### src/rtl/eth_pkg.sv
`default_nettype none
// ============================================================================
// Module  : eth_pkg
// Brief   : Ethernet RX framing constants, state encoding and CRC-32 helper.
// Revision: 1.0 - initial release
// ============================================================================
package eth_pkg;

    localparam logic [7:0]  ETH_PREAMBLE_BYTE    = 8'h55;
    localparam logic [7:0]  ETH_SFD_BYTE         = 8'hD5;
    localparam int          ETH_MAC_OCTETS       = 6;
    localparam int          ETH_ETHERTYPE_OCTETS = 2;
    localparam int          ETH_FCS_OCTETS       = 4;
    localparam logic [31:0] ETH_CRC_RESIDUE      = 32'hDEBB20E3;
    localparam logic [31:0] ETH_CRC_INIT         = 32'hFFFFFFFF;
    localparam logic [31:0] ETH_CRC_POLY         = 32'hEDB88320;

    typedef enum logic [1:0] {
        ETH_RX_PREAMBLE = 2'd0,
        ETH_RX_HEADER   = 2'd1,
        ETH_RX_PAYLOAD  = 2'd2,
        ETH_RX_DROP     = 2'd3
    } eth_rx_state_t;

    // Reflected CRC-32, one octet, LSB first.
    function automatic logic [31:0] eth_crc32_byte(input logic [31:0] crc, input logic [7:0] data);
        logic [31:0] c;
        c = crc ^ {24'h0, data};
        for (int i = 0; i < 8; i++) begin
            c = c[0] ? ((c >> 1) ^ ETH_CRC_POLY) : (c >> 1);
        end
        return c;
    endfunction

endpackage
`default_nettype wire

### src/rtl/eth_deframer_if.sv
`default_nettype none
// ============================================================================
// Module  : eth_deframer_if
// Brief   : Raw-frame input, payload output and header/status bundle.
// Revision: 1.0 - initial release
// ============================================================================
interface eth_deframer_if;

    logic        in_axis_tready;
    logic        in_axis_tvalid;
    logic        in_axis_tlast;
    logic [7:0]  in_axis_tdata;
    logic        payload_axis_tready;
    logic        payload_axis_tvalid;
    logic        payload_axis_tlast;
    logic        payload_axis_tuser;
    logic [7:0]  payload_axis_tdata;
    logic [47:0] dst_mac;
    logic [47:0] src_mac;
    logic [15:0] ethertype;
    logic        hdr_valid;
    logic        frame_done;
    logic        frame_crc_ok;
    logic        frame_err;

    // master: the deframer itself; slave: the PHY/MAC and IP-stack side.
    modport master (
        input  in_axis_tvalid, in_axis_tlast, in_axis_tdata, payload_axis_tready,
        output in_axis_tready, payload_axis_tvalid, payload_axis_tlast, payload_axis_tuser,
               payload_axis_tdata, dst_mac, src_mac, ethertype, hdr_valid, frame_done,
               frame_crc_ok, frame_err
    );

    modport slave (
        output in_axis_tvalid, in_axis_tlast, in_axis_tdata, payload_axis_tready,
        input  in_axis_tready, payload_axis_tvalid, payload_axis_tlast, payload_axis_tuser,
               payload_axis_tdata, dst_mac, src_mac, ethertype, hdr_valid, frame_done,
               frame_crc_ok, frame_err
    );

endinterface
`default_nettype wire

### src/rtl/axis_tail_trim.sv
`default_nettype none
// ============================================================================
// Module  : axis_tail_trim
// Brief   : Holds back the final N bytes of each AXIS packet; tlast moves to
//           the last kept byte. N must be at least 2.
// Revision: 1.0 - initial release
// ============================================================================
module axis_tail_trim #(
    parameter int N = 4
) (
    input  wire logic       clk,
    input  wire logic       rst,
    input  wire logic       i_s_tvalid,
    output logic            o_s_tready,
    input  wire logic       i_s_tlast,
    input  wire logic [7:0] i_s_tdata,
    output logic            o_m_tvalid,
    input  wire logic       i_m_tready,
    output logic            o_m_tlast,
    output logic [7:0]      o_m_tdata,
    output logic            o_full
);

    localparam int              c_cw   = $clog2(N + 1);
    localparam logic [c_cw-1:0] c_full = c_cw'(N);

    logic [c_cw-1:0] r_cnt;
    logic [8*N-1:0]  r_buf;
    logic            w_full;
    logic            w_beat;

    assign w_full     = (r_cnt == c_full);
    assign o_s_tready = w_full ? i_m_tready : 1'b1;
    assign w_beat     = i_s_tvalid & o_s_tready;
    assign o_m_tvalid = i_s_tvalid & w_full;
    assign o_m_tlast  = i_s_tlast;
    assign o_m_tdata  = r_buf[8*N-1 -: 8];
    assign o_full     = w_full;

    // The tail left in the line at tlast is the trimmed part; just forget it.
    always_ff @(posedge clk) begin
        if (rst) begin
            r_cnt <= '0;
        end else if (w_beat) begin
            if (i_s_tlast) begin
                r_cnt <= '0;
            end else if (!w_full) begin
                r_cnt <= r_cnt + 1'b1;
            end
        end
    end

    always_ff @(posedge clk) begin
        if (rst) begin
            r_buf <= '0;
        end else if (w_beat) begin
            r_buf <= {r_buf[8*N-9:0], i_s_tdata};
        end
    end

endmodule
`default_nettype wire

### src/rtl/eth_deframer.sv
`default_nettype none
// ============================================================================
// Module  : eth_deframer
// Brief   : Strips preamble/SFD, captures the MAC header, streams the payload
//           without FCS and flags the CRC-32 result on the last payload beat.
// Revision: 1.0 - initial release
// ============================================================================
module eth_deframer
    import eth_pkg::*;
#(
    parameter int MIN_PREAMBLE = 1
) (
    input wire logic       clk,
    input wire logic       sreset,
    eth_deframer_if.master bus
);

    localparam logic [1:0] c_st_preamble = ETH_RX_PREAMBLE;
    localparam logic [1:0] c_st_header   = ETH_RX_HEADER;
    localparam logic [1:0] c_st_payload  = ETH_RX_PAYLOAD;
    localparam logic [1:0] c_st_drop     = ETH_RX_DROP;

    localparam logic [3:0] c_hdr_src  = 4'(ETH_MAC_OCTETS);
    localparam logic [3:0] c_hdr_type = 4'(2 * ETH_MAC_OCTETS);
    localparam logic [3:0] c_hdr_last = 4'(2 * ETH_MAC_OCTETS + ETH_ETHERTYPE_OCTETS - 1);

    logic [1:0]  r_state;
    logic [2:0]  r_pre_cnt;
    logic [3:0]  r_hdr_cnt;
    logic [31:0] r_crc;
    logic [47:0] r_sh_dst;
    logic [47:0] r_sh_src;
    logic [7:0]  r_sh_type_hi;
    logic [47:0] r_dst;
    logic [47:0] r_src;
    logic [15:0] r_type;
    logic        r_hdr_valid;
    logic        r_frame_done;
    logic        r_frame_crc_ok;
    logic        r_frame_err;

    logic        w_in_payload;
    logic        w_in_ready;
    logic        w_in_beat;
    logic [31:0] w_crc_next;
    logic        w_crc_good;
    logic        w_pre_ok;
    logic        w_trim_s_ready;
    logic        w_trim_full;
    logic [7:0]  w_d;

    assign w_d          = bus.in_axis_tdata;
    assign w_in_payload = (r_state == c_st_payload);
    assign w_in_ready   = w_in_payload ? w_trim_s_ready : 1'b1;
    assign w_in_beat    = bus.in_axis_tvalid & w_in_ready;
    assign w_crc_next   = eth_crc32_byte(r_crc, w_d);
    assign w_crc_good   = (w_crc_next == ETH_CRC_RESIDUE);
    assign w_pre_ok     = (int'(r_pre_cnt) >= MIN_PREAMBLE);

    axis_tail_trim #(
        .N (ETH_FCS_OCTETS)
    ) u_trim (
        .clk        (clk),
        .rst        (sreset),
        .i_s_tvalid (bus.in_axis_tvalid & w_in_payload),
        .o_s_tready (w_trim_s_ready),
        .i_s_tlast  (bus.in_axis_tlast),
        .i_s_tdata  (w_d),
        .o_m_tvalid (bus.payload_axis_tvalid),
        .i_m_tready (bus.payload_axis_tready),
        .o_m_tlast  (bus.payload_axis_tlast),
        .o_m_tdata  (bus.payload_axis_tdata),
        .o_full     (w_trim_full)
    );

    assign bus.in_axis_tready     = w_in_ready;
    assign bus.payload_axis_tuser = ~w_crc_good;
    assign bus.dst_mac            = r_dst;
    assign bus.src_mac            = r_src;
    assign bus.ethertype          = r_type;
    assign bus.hdr_valid          = r_hdr_valid;
    assign bus.frame_done         = r_frame_done;
    assign bus.frame_crc_ok       = r_frame_crc_ok;
    assign bus.frame_err          = r_frame_err;

    always_ff @(posedge clk) begin
        if (sreset) begin
            r_state        <= c_st_preamble;
            r_pre_cnt      <= '0;
            r_hdr_cnt      <= '0;
            r_crc          <= ETH_CRC_INIT;
            r_sh_dst       <= '0;
            r_sh_src       <= '0;
            r_sh_type_hi   <= '0;
            r_dst          <= '0;
            r_src          <= '0;
            r_type         <= '0;
            r_hdr_valid    <= 1'b0;
            r_frame_done   <= 1'b0;
            r_frame_crc_ok <= 1'b0;
            r_frame_err    <= 1'b0;
        end else begin
            r_hdr_valid    <= 1'b0;
            r_frame_done   <= 1'b0;
            r_frame_crc_ok <= 1'b0;
            r_frame_err    <= 1'b0;
            if (w_in_beat) begin
                case (r_state)
                    c_st_preamble: begin
                        r_crc     <= ETH_CRC_INIT;
                        r_hdr_cnt <= '0;
                        if (bus.in_axis_tlast) begin
                            r_frame_done <= 1'b1;
                            r_frame_err  <= 1'b1;
                            r_pre_cnt    <= '0;
                        end else if (w_d == ETH_PREAMBLE_BYTE) begin
                            if (r_pre_cnt != 3'd7) begin
                                r_pre_cnt <= r_pre_cnt + 3'd1;
                            end
                        end else if (w_d == ETH_SFD_BYTE && w_pre_ok) begin
                            r_state   <= c_st_header;
                            r_pre_cnt <= '0;
                        end else begin
                            r_state   <= c_st_drop;
                            r_pre_cnt <= '0;
                        end
                    end
                    c_st_header: begin
                        r_crc     <= w_crc_next;
                        r_hdr_cnt <= r_hdr_cnt + 4'd1;
                        if (bus.in_axis_tlast) begin
                            r_state      <= c_st_preamble;
                            r_crc        <= ETH_CRC_INIT;
                            r_frame_done <= 1'b1;
                            r_frame_err  <= 1'b1;
                        end else if (r_hdr_cnt < c_hdr_src) begin
                            r_sh_dst <= {r_sh_dst[39:0], w_d};
                        end else if (r_hdr_cnt < c_hdr_type) begin
                            r_sh_src <= {r_sh_src[39:0], w_d};
                        end else if (r_hdr_cnt != c_hdr_last) begin
                            r_sh_type_hi <= w_d;
                        end else begin
                            // Commit all fields at once so a runt header never disturbs them.
                            r_dst       <= r_sh_dst;
                            r_src       <= r_sh_src;
                            r_type      <= {r_sh_type_hi, w_d};
                            r_hdr_valid <= 1'b1;
                            r_state     <= c_st_payload;
                        end
                    end
                    c_st_payload: begin
                        r_crc <= w_crc_next;
                        if (bus.in_axis_tlast) begin
                            r_state        <= c_st_preamble;
                            r_crc          <= ETH_CRC_INIT;
                            r_frame_done   <= 1'b1;
                            r_frame_crc_ok <= w_trim_full & w_crc_good;
                            r_frame_err    <= ~w_trim_full;
                        end
                    end
                    default: begin
                        if (bus.in_axis_tlast) begin
                            r_state      <= c_st_preamble;
                            r_frame_done <= 1'b1;
                            r_frame_err  <= 1'b1;
                        end
                    end
                endcase
            end
        end
    end

endmodule
`default_nettype wire
### src/flat_wrapper.sv
// flat-port wrapper written by rule: the top's interface ports become plain ports
module eth_deframer_flat import eth_pkg::*;
#(
    parameter int MIN_PREAMBLE = 1
)
  (clk, sreset, bus_in_axis_tvalid, bus_in_axis_tlast, bus_in_axis_tdata, bus_payload_axis_tready, bus_in_axis_tready, bus_payload_axis_tvalid, bus_payload_axis_tlast, bus_payload_axis_tuser, bus_payload_axis_tdata, bus_dst_mac, bus_src_mac, bus_ethertype, bus_hdr_valid, bus_frame_done, bus_frame_crc_ok, bus_frame_err);
  eth_deframer_if bus_i ();
  input wire logic clk;
  input wire logic sreset;
  input wire logic [$bits(bus_i.in_axis_tvalid)-1:0] bus_in_axis_tvalid;
  input wire logic [$bits(bus_i.in_axis_tlast)-1:0] bus_in_axis_tlast;
  input wire logic [$bits(bus_i.in_axis_tdata)-1:0] bus_in_axis_tdata;
  input wire logic [$bits(bus_i.payload_axis_tready)-1:0] bus_payload_axis_tready;
  output wire logic [$bits(bus_i.in_axis_tready)-1:0] bus_in_axis_tready;
  output wire logic [$bits(bus_i.payload_axis_tvalid)-1:0] bus_payload_axis_tvalid;
  output wire logic [$bits(bus_i.payload_axis_tlast)-1:0] bus_payload_axis_tlast;
  output wire logic [$bits(bus_i.payload_axis_tuser)-1:0] bus_payload_axis_tuser;
  output wire logic [$bits(bus_i.payload_axis_tdata)-1:0] bus_payload_axis_tdata;
  output wire logic [$bits(bus_i.dst_mac)-1:0] bus_dst_mac;
  output wire logic [$bits(bus_i.src_mac)-1:0] bus_src_mac;
  output wire logic [$bits(bus_i.ethertype)-1:0] bus_ethertype;
  output wire logic [$bits(bus_i.hdr_valid)-1:0] bus_hdr_valid;
  output wire logic [$bits(bus_i.frame_done)-1:0] bus_frame_done;
  output wire logic [$bits(bus_i.frame_crc_ok)-1:0] bus_frame_crc_ok;
  output wire logic [$bits(bus_i.frame_err)-1:0] bus_frame_err;
  assign bus_i.in_axis_tvalid = bus_in_axis_tvalid;
  assign bus_i.in_axis_tlast = bus_in_axis_tlast;
  assign bus_i.in_axis_tdata = bus_in_axis_tdata;
  assign bus_i.payload_axis_tready = bus_payload_axis_tready;
  assign bus_in_axis_tready = bus_i.in_axis_tready;
  assign bus_payload_axis_tvalid = bus_i.payload_axis_tvalid;
  assign bus_payload_axis_tlast = bus_i.payload_axis_tlast;
  assign bus_payload_axis_tuser = bus_i.payload_axis_tuser;
  assign bus_payload_axis_tdata = bus_i.payload_axis_tdata;
  assign bus_dst_mac = bus_i.dst_mac;
  assign bus_src_mac = bus_i.src_mac;
  assign bus_ethertype = bus_i.ethertype;
  assign bus_hdr_valid = bus_i.hdr_valid;
  assign bus_frame_done = bus_i.frame_done;
  assign bus_frame_crc_ok = bus_i.frame_crc_ok;
  assign bus_frame_err = bus_i.frame_err;
  eth_deframer #(.MIN_PREAMBLE(MIN_PREAMBLE)) u_core (.clk(clk), .sreset(sreset), .bus(bus_i));
endmodule
### config.mk
export PLATFORM = sky130hd
export DESIGN_NAME = eth_deframer_flat
export DESIGN_NICKNAME = d
export VERILOG_FILES = /design/src/rtl/eth_pkg.sv /design/src/rtl/eth_deframer_if.sv /design/src/rtl/axis_tail_trim.sv /design/src/rtl/eth_deframer.sv /design/src/flat_wrapper.sv
export SDC_FILE = /design/constraint.sdc
export NUM_CORES = 1
export LEC_CHECK = 0
export ABC_AREA = 1
export BUFFER_PORTS_ARGS = -buffer_cell sky130_fd_sc_hd__buf_2
export CAP_MARGIN = 20
export CORE_MARGIN = 1.5
export CORE_UTILIZATION = 43
export CTS_BUF_LIST = sky130_fd_sc_hd__clkbuf_16
export DETAILED_ROUTE_END_ITERATION = 12
export GPL_TIMING_DRIVEN = 0
export SKIP_LAST_GASP = 1
export SLEW_MARGIN = 40
export SYNTH_ARGS = -nofsm -noshare
export SYNTH_HDL_FRONTEND = slang
export SYNTH_SLANG_ARGS = --single-unit
export TNS_END_PERCENT = 100
### constraint.sdc
create_clock -name clk -period 5.4 [get_ports clk]
set_clock_uncertainty 0.1 [all_clocks]
set_input_delay 0.81 -clock clk [delete_from_list [all_inputs] [get_ports clk]]
set_output_delay 0.81 -clock clk [all_outputs]
set_load 0.02 [all_outputs]
==> qor.csv, run 1 <==
stage;metric;value;unit
routing;routed_via_density;5.04;
power_and_ir_drop;p_sw_frac;0.270;
yosys;synth_top_cell_area_share;0.492;
routing;vias;11200;
yosys;yosysSeqAreaShare;0.492;
clocking;numCtsBuffers;34;
sta;fin_crit;3.86;ns
routing;routedWlPerCell;15.3;um
place;dp_hpwl;23.9;mm
critical_path;max_stage_delay;0.21;ns
yosys;yosysTopAreaCell;dfxtp_1;
sta;hold_violations;0;
yosys;synth_area;12000;um^2
sta;slew_viol_final;0;
sta;holdWs;0.379;ns
clocking;tritoncts;done;
finish;stdcell_area;14300;um^2
run_status;status;completed;
place;place_area;13200;um^2
floorplanning;die_y;170;um
routing;ant_nets;0;
floorplanning;floorplan.die.width;170;um
routing;drt_first_pass_iters;5;
critical_path;crit_slowest_cell;a21boi_0;
power_and_ir_drop;p_seq_frac;0.447;
finish;final_common_cell;nor2_1;
critical_path;start_kind;input port;
sta;tightest_slew;0.810;ns
clocking;clk_pin_slew;0.06;ns
critical_path;critPathBufInv;4;
place;pre_cts_ws;1.55;ns
floorplanning;start_util;0.436;
power_and_ir_drop;clkPwrFrac;0.441;
sta;setup_viol;0;
clocking;clock-sinks;296;
critical_path;path_delay_family;simple AND/OR/NAND/NOR gates;
sta;clock.fmax;259;MHz
clocking;cts_max_level;2;
grt;grt_pass1_vias;10300;
finish;synthToLayoutAreaGrowth;18.9;%
critical_path;worst_ep_arrival_time;2.95;ns
power_and_ir_drop;p_sw;1.39;mW
critical_path;cp_cell_sequence;buf_2, inv_2, nand2_1, nand2_1, nand2_2, nand2_4, inv_6, ha_1, a21boi_0, nand4_1, nor2_1, nand2_1, nor2_2, nand3_2, buf_2;
job;maxCapViolations;0;
clocking;cts_hold_buf;0;
finish;drive_above_1_share;0.158;
grt;grt_pass1_wl;53.8;mm
yosys;synth-seq-cells;296;
grt;track_usage;0.234;
sta;slew_headroom;0.460;
power_and_ir_drop;power_density;360;nW/um^2
clocking;cts_resized;0;
routing;drtIter0Drc;874;
sta;setup_tns;0;ns
critical_path;criticalPathCategory;in2out;
floorplanning;dieArea;29000;um^2
clocking;cts_post_setup_buffers_inserted;0;
power_and_ir_drop;p_comb_frac;0.112;
yosys;synth.distinct_cells;38;
finish;diodes;0;
critical_path;crit_path_end_kind;output port;
clocking;cts.path.max_buffers;3;
grt;grt_max_degree;14;
clocking;clkLatencyLatePin;0.52;ns
grt;antenna_found_initial;0;
critical_path;worst-path-max-fanout;10;
hold_path;holdCritPathClass;reg2reg;
floorplanning;ios;141;
yosys;yosysWarningCount;0;
critical_path;cp_common_cell;nand2_1;
power_and_ir_drop;cell_internal_pwr;3.76;mW
grt;overflow;0;
critical_path;worstPathRequired;4.49;ns
place;portBuffers;140;
finish;multi_input_area;5360;um^2
yosys;netlist_instances;1636;
finish;final_cell_mix;nor2_1 (434), dfxtp_1 (296), o21ai_0 (283);
routing;remaining_drc_errors;0;
finish;regArea;5930;um^2
clocking;clockRootBuffer;clkbuf_16;
power_and_ir_drop;power.leakage;7.19;nW
power_and_ir_drop;power.total;5.15;mW
finish;fin_nets;1837;
finish;n_fill_cell;2778;
yosys;synth_area_per_cell;7.36;um^2
yosys;synth_nets;1661;
place;gp_congestion;0.940;
routing;wl;33.8;mm
power_and_ir_drop;ir_drop;0.241;mV
yosys;synthTopCellsByArea;dfxtp_1 (49%), nor2_1 (14%), o21ai_0 (12%), nand2_1 (7.0%), a21oi_1 (3.3%);
sta;finalWorstSetupSlack;1.54;ns
sta;rsz0062_at_grt;no;
floorplanning;core;27600;um^2
floorplanning;fp-row-count;61;
sta;fin_crit_sh;0.714;
[metal layers]
| metal | GRT usage | vias to the layer above | wire, um |
|---|---|---|---|
| li1 | - | 5644 | - |
| met1 | 0.324 | 5173 | 16100 |
| met2 | 0.376 | 287 | 15000 |
| met3 | 0.0372 | 56 | 1880 |
| met4 | 0.0700 | 0 | 763 |
| met5 | 0 | - | 0 |
[tightest hold or removal path, stage by stage, from the launching register on]
cell and delay (ns):
dfxtp_1 0.32, nor2_1 0.05, nor2_1 0.08
[per-stage QoR]
stage	utilization	std cells
finish	0.518	2215
global route	0.518	2215
CTS	0.518	2215
detailed placement	0.478	2154
global placement	0.478	2154
floorplan	-	1636
[cells by family after synthesis]
logic type	count (synthesis)	share of synthesized area
AO/OA/AOI/OAI	384	0.164
XOR/XNOR	19	0.0138
adder cells (fa/ha/maj)	12	0.0125
buffers and inverters	173	0.0626
flip-flops	296	0.492
AND/OR/NAND/NOR	752	0.254
[synthesized netlist by cell type (all sizes together)]
cell,instances
nor2,439
dfxtp,296
o21ai,284
nand2,259
a21oi,80
inv,71
clkbuf,61
buf,41
nand3,40
xor2,18
ha,12
o211ai,11
nor3,6
a211oi,4
nand3b,2
nand4,2
nor4,2
a211o,1
a21boi,1
a31oi,1
and3,1
o31ai,1
o41ai,1
or2,1
xnor2,1
[sequential cells by signal (all words and copies together) (netlist names), 2 cells and up]
| signal | cells |
|---|---|
| u_core.u_trim.r_cnt | 3 |
| u_core.u_trim.r_buf | 32 |
| u_core.bus.ethertype | 16 |
| u_core.r_hdr_cnt | 4 |
| u_core.r_pre_cnt | 3 |
| u_core.r_crc | 32 |
| u_core.bus.src_mac | 48 |
| u_core.r_sh_src | 48 |
| u_core.bus.dst_mac | 48 |
| u_core.r_sh_type_hi | 8 |
| u_core.r_state | 2 |
| u_core.r_sh_dst | 48 |
[final timing paths]
path                                              start                       to  slack, ns  depth (start not counted)
worst max-delay path               bus_in_axis_tdata[7]   bus_payload_axis_tuser       1.54                         15
worst max register to register        u_core.r_state[0]         u_core.r_crc[13]       2.84                         10
worst min register to register  u_core.u_trim.r_buf[18]  u_core.u_trim.r_buf[26]       0.38                          2
worst min-delay path            u_core.u_trim.r_buf[18]  u_core.u_trim.r_buf[26]       0.38                          2
[power by group through the flow]
| stage | Sequential [mW] | Combinational, mW | Clock [mW] |
|---|---|---|---|
| after floorplan | 2.33 | 0.412 | 0 |
| after global placement | 2.34 | 0.562 | 0 |
| after detailed placement | 2.34 | 0.567 | 0 |
| after CTS | 2.30 | 0.571 | 2.32 |
| after global routing | 2.31 | 0.648 | 2.41 |
| final | 2.30 | 0.576 | 2.27 |
[cell type report]
class                   instances  area share
repair buffers                140      0.0490
flip-flops and latches        296       0.414
well taps                     378      0.0331
plain buffers                 102      0.0337
multi-input cells            1167       0.374
clock inverters                26      0.0155
clock buffers                  35      0.0612
inverters                      71      0.0190
(Power assumes the default switching activity.)
==> run 2: changes to the inputs <==
==> constraint.sdc (replaced) <==
create_clock -name clk -period 3.1 [get_ports clk]
set_clock_uncertainty 0.1 [all_clocks]
set_input_delay 0.465 -clock clk [delete_from_list [all_inputs] [get_ports clk]]
set_output_delay 0.465 -clock clk [all_outputs]
set_load 0.02 [all_outputs]
==> qor.csv, run 2 (synthesis results as in run 1) <==
stage;metric;value;unit;change
finish;regArea;5930;um^2;about the same
clocking;clock-sinks;296;;unchanged
routing;ant_nets;0;;unchanged
sta;setup_tns;0;ns;unchanged
grt;grt_max_degree;14;;unchanged
clocking;cts_max_level;2;;unchanged
run_status;status;completed;;
critical_path;worst-path-max-fanout;6;;-4
sta;slew_viol_final;0;;unchanged
critical_path;crit_slowest_cell;dfxtp_1;;
finish;drive_above_1_share;0.175;;+0.0173
critical_path;criticalPathCategory;reg2out;;
grt;antenna_found_initial;0;;unchanged
routing;wl;34.1;mm;+0.78%
place;dp_hpwl;23.9;mm;unchanged
routing;drtIter0Drc;881;;+0.80%
critical_path;cp_common_cell;nand2_2;;
grt;grt_pass1_vias;10300;;+0.28%
finish;n_fill_cell;2748;;-1.1%
critical_path;crit_path_end_kind;output port;;
sta;slew_headroom;0.470;;+0.0105
clocking;numCtsBuffers;34;;unchanged
routing;remaining_drc_errors;0;;unchanged
critical_path;max_stage_delay;0.39;ns;+0.18 ns
sta;tightest_slew;0.795;ns;-0.0157 ns
routing;vias;11300;;+1.0%
critical_path;critPathBufInv;3;;-1
power_and_ir_drop;power.total;9.04;mW;+76%
grt;grt_pass1_wl;53.9;mm;+0.18%
place;gp_congestion;0.940;;unchanged
finish;diodes;0;;unchanged
clocking;clk_pin_slew;0.06;ns;about the same
finish;multi_input_area;5450;um^2;+1.7%
floorplanning;fp-row-count;61;;unchanged
clocking;clockRootBuffer;clkbuf_16;;
clocking;cts.path.max_buffers;3;;unchanged
finish;stdcell_area;14600;um^2;+1.8%
floorplanning;core;27600;um^2;unchanged
job;maxCapViolations;0;;unchanged
place;placed_cells;2154;;unchanged
floorplanning;start_util;0.436;;unchanged
clocking;cts_hold_buf;0;;unchanged
sta;hold_violations;0;;unchanged
place;place_area;13200;um^2;unchanged
routing;drt_first_pass_iters;5;;unchanged
finish;final_cells;2233;;+0.81%
sta;setup_viol;0;;unchanged
sta;fin_crit;3.02;ns;
finish;fin_nets;1855;;+0.98%
place;pre_cts_ws;-0.0625;ns;-1.61 ns
finish;fin_util;0.527;;+0.00928
floorplanning;die_y;170;um;unchanged
place;portBuffers;140;;unchanged
grt;overflow;0;;unchanged
routing;routed_via_density;5.05;;+0.22%
finish;synthToLayoutAreaGrowth;21.0;%;
clocking;clkLatencyLatePin;0.52;ns;about the same
routing;routedWlPerCell;15.3;um;about the same
power_and_ir_drop;ir_drop;0.419;mV;+74%
power_and_ir_drop;power.leakage;7.30;nW;+1.6%
sta;clock.fmax;331;MHz;
finish;final_common_cell;nor2_1;;
floorplanning;dieArea;29000;um^2;unchanged
grt;track_usage;0.235;;+0.000351
floorplanning;ios;141;;unchanged
floorplanning;floorplan.die.width;170;um;unchanged
hold_path;holdCritPathClass;in2reg;;
finish;final_cell_mix;nor2_1 (431), dfxtp_1 (294), o21ai_0 (283);;
critical_path;worstPathRequired;2.53;ns;-1.96 ns
clocking;tritoncts;done;;
sta;finalWorstSetupSlack;0.0831;ns;-1.46 ns
power_and_ir_drop;power_density;621;nW/um^2;+73%
critical_path;cp_cell_sequence;inv_2, nand2_2, nand2_4, buf_12, nand2_1, nand2_2, nand2_1, nand2_2, xor2_1, nand3_1, nor2_2, nand3_2, buf_6;;
critical_path;path_delay_family;simple AND/OR/NAND/NOR gates;;
critical_path;start_kind;flip-flop;;
sta;fin_crit_sh;0.973;;
critical_path;worst_ep_arrival_time;2.45;ns;-0.50 ns
sta;holdWs;0.105;ns;-0.274 ns
==> run 2: changes by cell type in the layout (fill, tap and decap cells not counted), sizes merged <==
cell  change
buf      +18
==> run 2: path summary, 6_finish.rpt <==
path,startpoint,endpoint,slack (ns),cells after the start
worst min-delay path,sreset,u_core.bus.frame_done,0.11,2
worst max-delay path,u_core.r_crc[0],bus_payload_axis_tuser,0.08,13
worst min register to register,u_core.u_trim.r_buf[20],u_core.u_trim.r_buf[28],0.38,2
worst max register to register,u_core.r_state[0],u_core.r_sh_dst[46],0.52,11
==> run 2: layout make-up <==
| type | count | share of cell area |
|---|---|---|
| repair buffers | 158 | 0.0587 |
| clock buffers | 35 | 0.0601 |
| inverters | 71 | 0.0188 |
| well taps | 378 | 0.0325 |
| multi-input cells | 1167 | 0.374 |
| clock inverters | 26 | 0.0152 |
| plain buffers | 102 | 0.0333 |
| flip-flops and latches | 296 | 0.407 |
==> run 2: power breakdown <==
part           switching (mW)  internal, mW
combinational           0.729         0.354
sequential             0.0827          3.92
clock                    1.63          2.32
total                    2.44          6.60
==> run 2: repair_timing <==
| item | CTS | global route |
|---|---|---|
| pin swaps | 2 | 11 |
| buffers inserted | 5 | 13 |
| setup endpoints to repair | 1 | 1 |
| resized for setup | 6 | 25 |
==> run 2: routing by layer <==
metal,track usage,vias up,share of wire
li1,-,5689,-
met4,0.0685,0,0.024
met5,0,-,0
met2,0.378,329,0.45
met3,0.0370,56,0.061
met1,0.324,5202,0.47
==> run 3: changes to the inputs <==
--- a/config.mk
+++ b/config.mk
@@ -8,6 +8,7 @@
 export ABC_AREA = 1
 export BUFFER_PORTS_ARGS = -buffer_cell sky130_fd_sc_hd__buf_2
 export CAP_MARGIN = 20
+export CORE_ASPECT_RATIO = 0.7
 export CORE_MARGIN = 1.5
 export CORE_UTILIZATION = 43
 export CTS_BUF_LIST = sky130_fd_sc_hd__clkbuf_16
==> qor.csv, run 3 (synthesis results as in run 1) <==
stage;metric;value;unit;change
sta;setup_tns;0;ns;unchanged
power_and_ir_drop;ir_drop;0.353;mV;-16%
grt;antenna_found_initial;0;;unchanged
hold_path;holdCritPathClass;in2reg;;
power_and_ir_drop;p_comb_frac;0.136;;+0.016
floorplanning;die_y;143;um;-16%
finish;final_common_cell;nor2_1;;
critical_path;r2r.worst_path.cells;10;;-1
clocking;clock-sinks;296;;unchanged
grt;overflow;0;;unchanged
finish;stdcell_area;14300;um^2;-1.8%
place;placed_cells;2147;;-0.32%
sta;fin_crit;3.00;ns;-0.0208 ns
critical_path;max_stage_delay;0.36;ns;-0.03 ns
floorplanning;dieArea;29000;um^2;about the same
clocking;clockRootBuffer;clkbuf_16;;
power_and_ir_drop;clkPwrFrac;0.379;;-0.058
critical_path;start_kind;flip-flop;;
power_and_ir_drop;p_sw_frac;0.281;;+0.0103
critical_path;reg2reg_slack;0.30;ns;-0.22 ns
sta;tightest_slew;0.871;ns;+0.0765 ns
power_and_ir_drop;p_seq_frac;0.485;;+0.042
finish;drive_above_1_share;0.174;;-0.00138
routing;remaining_drc_errors;0;;unchanged
finish;fin_util;0.517;;-0.00962
critical_path;cp_cell_sequence;inv_2, nand2_2, nand2_4, buf_4, nand2_1, nand2_1, nand2_1, nand2_1, a21oi_2, nand2_1, nor2_2, nand2_1, nor2_2, nand3_2, buf_4;;
critical_path;crit_slowest_cell;dfxtp_2;;
critical_path;r2r_start;u_core.r_state[0];;
clocking;clkLatencyLatePin;0.56;ns;+0.04 ns
floorplanning;ios;141;;unchanged
floorplanning;floorplan.die.width;203;um;+19%
sta;fin_crit_sh;0.966;;-0.00671
critical_path;worst-path-max-fanout;8;;+2
grt;grt_pass1_vias;10100;;-2.6%
routing;ant_nets;0;;unchanged
floorplanning;start_util;0.436;;about the same
place;place_area;13200;um^2;about the same
grt;track_usage;0.247;;+0.0124
clocking;numCtsBuffers;29;;-15%
sta;setup_viol;0;;unchanged
power_and_ir_drop;power.leakage;7.18;nW;-1.6%
critical_path;worstSetupStartpoint;u_core.r_crc[0];;
grt;grt_max_degree;15;;+1
routing;routedWlPerCell;16.5;um;+8.2%
clocking;tritoncts;done;;
routing;wl;36.5;mm;+7.2%
routing;drtIter0Drc;892;;+1.2%
power_and_ir_drop;power_density;579;nW/um^2;-6.8%
routing;routed_via_density;5.11;;+1.1%
finish;synthToLayoutAreaGrowth;18.8;%;
floorplanning;fp-row-count;51;;-16%
finish;final_cell_mix;nor2_1 (430), dfxtp_1 (293), o21ai_0 (283);;
finish;fin_nets;1850;;-0.27%
critical_path;critPathBufInv;3;;unchanged
run_status;status;completed;;
job;maxCapViolations;0;;unchanged
critical_path;path_delay_family;simple AND/OR/NAND/NOR gates;;
clocking;clk_pin_slew;0.07;ns;about the same
sta;hold_violations;0;;unchanged
clocking;cts_max_level;1;;-1
place;portBuffers;140;;unchanged
finish;regArea;5930;um^2;about the same
finish;final_cells;2212;;-0.94%
critical_path;worst_ep_arrival_time;2.43;ns;-0.02 ns
critical_path;criticalPathCategory;reg2out;;
critical_path;cp_common_cell;nand2_1;;
grt;grt_pass1_wl;56.1;mm;+4.0%
finish;multi_input_area;5480;um^2;+0.69%
critical_path;reg2reg_to;u_core.r_crc[12];;
place;dp_hpwl;25.9;mm;+8.7%
clocking;cts.path.max_buffers;3;;unchanged
critical_path;worstPathRequired;2.53;ns;about the same
routing;vias;11300;;+0.17%
sta;clock.fmax;334;MHz;+0.69%
sta;finalWorstSetupSlack;0.104;ns;+0.0208 ns
finish;n_fill_cell;2792;;+1.6%
finish;diodes;0;;unchanged
clocking;cts_hold_buf;0;;unchanged
power_and_ir_drop;cell_internal_pwr;5.95;mW;-9.7%
routing;drt_first_pass_iters;5;;unchanged
critical_path;crit_path_end_kind;output port;;
place;gp_congestion;0.970;;+3.2%
sta;slew_headroom;0.419;;-0.0510
floorplanning;core;27600;um^2;about the same
sta;slew_viol_final;0;;unchanged
critical_path;crit_end;bus_payload_axis_tuser;;
place;pre_cts_ws;0.0346;ns;+0.0971 ns
critical_path;path_depth;15;;+2
power_and_ir_drop;p_sw;2.32;mW;-5.0%
==> run 3: changes by cell type in the layout (fill, tap and decap cells not counted), sizes merged <==
cell / before / now
bufinv: 3 / 0
clkinvlp: 2 / 0
clkbuf: 96 / 90
clkinv: 12 / 6
inv: 80 / 83
==> run 3: what timing repair did <==
| item | in CTS | in global routing |
|---|---|---|
| endpoints found under the setup margin | 1 | 1 |
| buffers inserted | 5 | 13 |
| pin swaps | 4 | 15 |
| gates resized for setup | 10 | 33 |
==> run 3: worst min-delay path by stage <==
stage / from / endpoint / slack [ns] / cells after the start
5_1_grt: sreset / u_core.bus.frame_done / 0.08 / 2
3_3_place_gp: u_core.r_sh_dst[47] / u_core.bus.dst_mac[47] / 0.36 / 2
3_5_place_dp: u_core.u_trim.r_buf[7] / u_core.u_trim.r_buf[15] / 0.36 / 2
4_1_cts: sreset / u_core.bus.frame_done / 0.07 / 2
2_1_floorplan: u_core.r_pre_cnt[2] / u_core.r_pre_cnt[2] / 0.35 / 2
6_report: sreset / u_core.bus.frame_done / 0.09 / 2
==> run 3: layout make-up <==
type,count,area share
sequential,296,0.415
multi-input combinational,1167,0.384
clock inverter,18,0.00551
tap,371,0.0325
inverter,71,0.0192
buffer,102,0.0340
timing repair buffer,158,0.0595
clock buffer,29,0.0508
==> run 3: metal layers <==
layer / global-route usage / wire (um)
met1: 0.392 / 19000
met5: 0 / 0
met2: 0.338 / 14100
met3: 0.0484 / 2830
met4: 0.0503 / 631
==> run 3: power by group through the flow <==
stage / logic [mW] / clock network, mW / registers, mW
final: 1.13 / 3.14 / 4.01
after global routing: 1.24 / 3.37 / 4.02
after CTS: 1.03 / 3.19 / 4.01
after detailed placement: 0.998 / 0 / 4.09
after global placement: 0.989 / 0 / 4.09
after floorplan: 0.718 / 0 / 4.06
==> run 3: metrics by stage <==
step,hold slack (ns),power [mW]
6_report,0.0910,8.27
3_3_place_gp,0.358,5.08
2_1_floorplan,0.348,4.78
3_5_place_dp,0.363,5.09
5_1_grt,0.0834,8.63
4_1_cts,0.0710,8.22
==> run 3: worst register-to-register path: stages (launching register included) <==
cell	delay, ns
dfxtp_1	0.39
inv_1	0.09
ha_1	0.27
inv_1	0.09
nor2_2	0.05
nand2_2	0.06
nand2_2	0.17
nor2_2	0.43
clkbuf_1	0.59
o21ai_0	0.33
o211ai_1	0.16
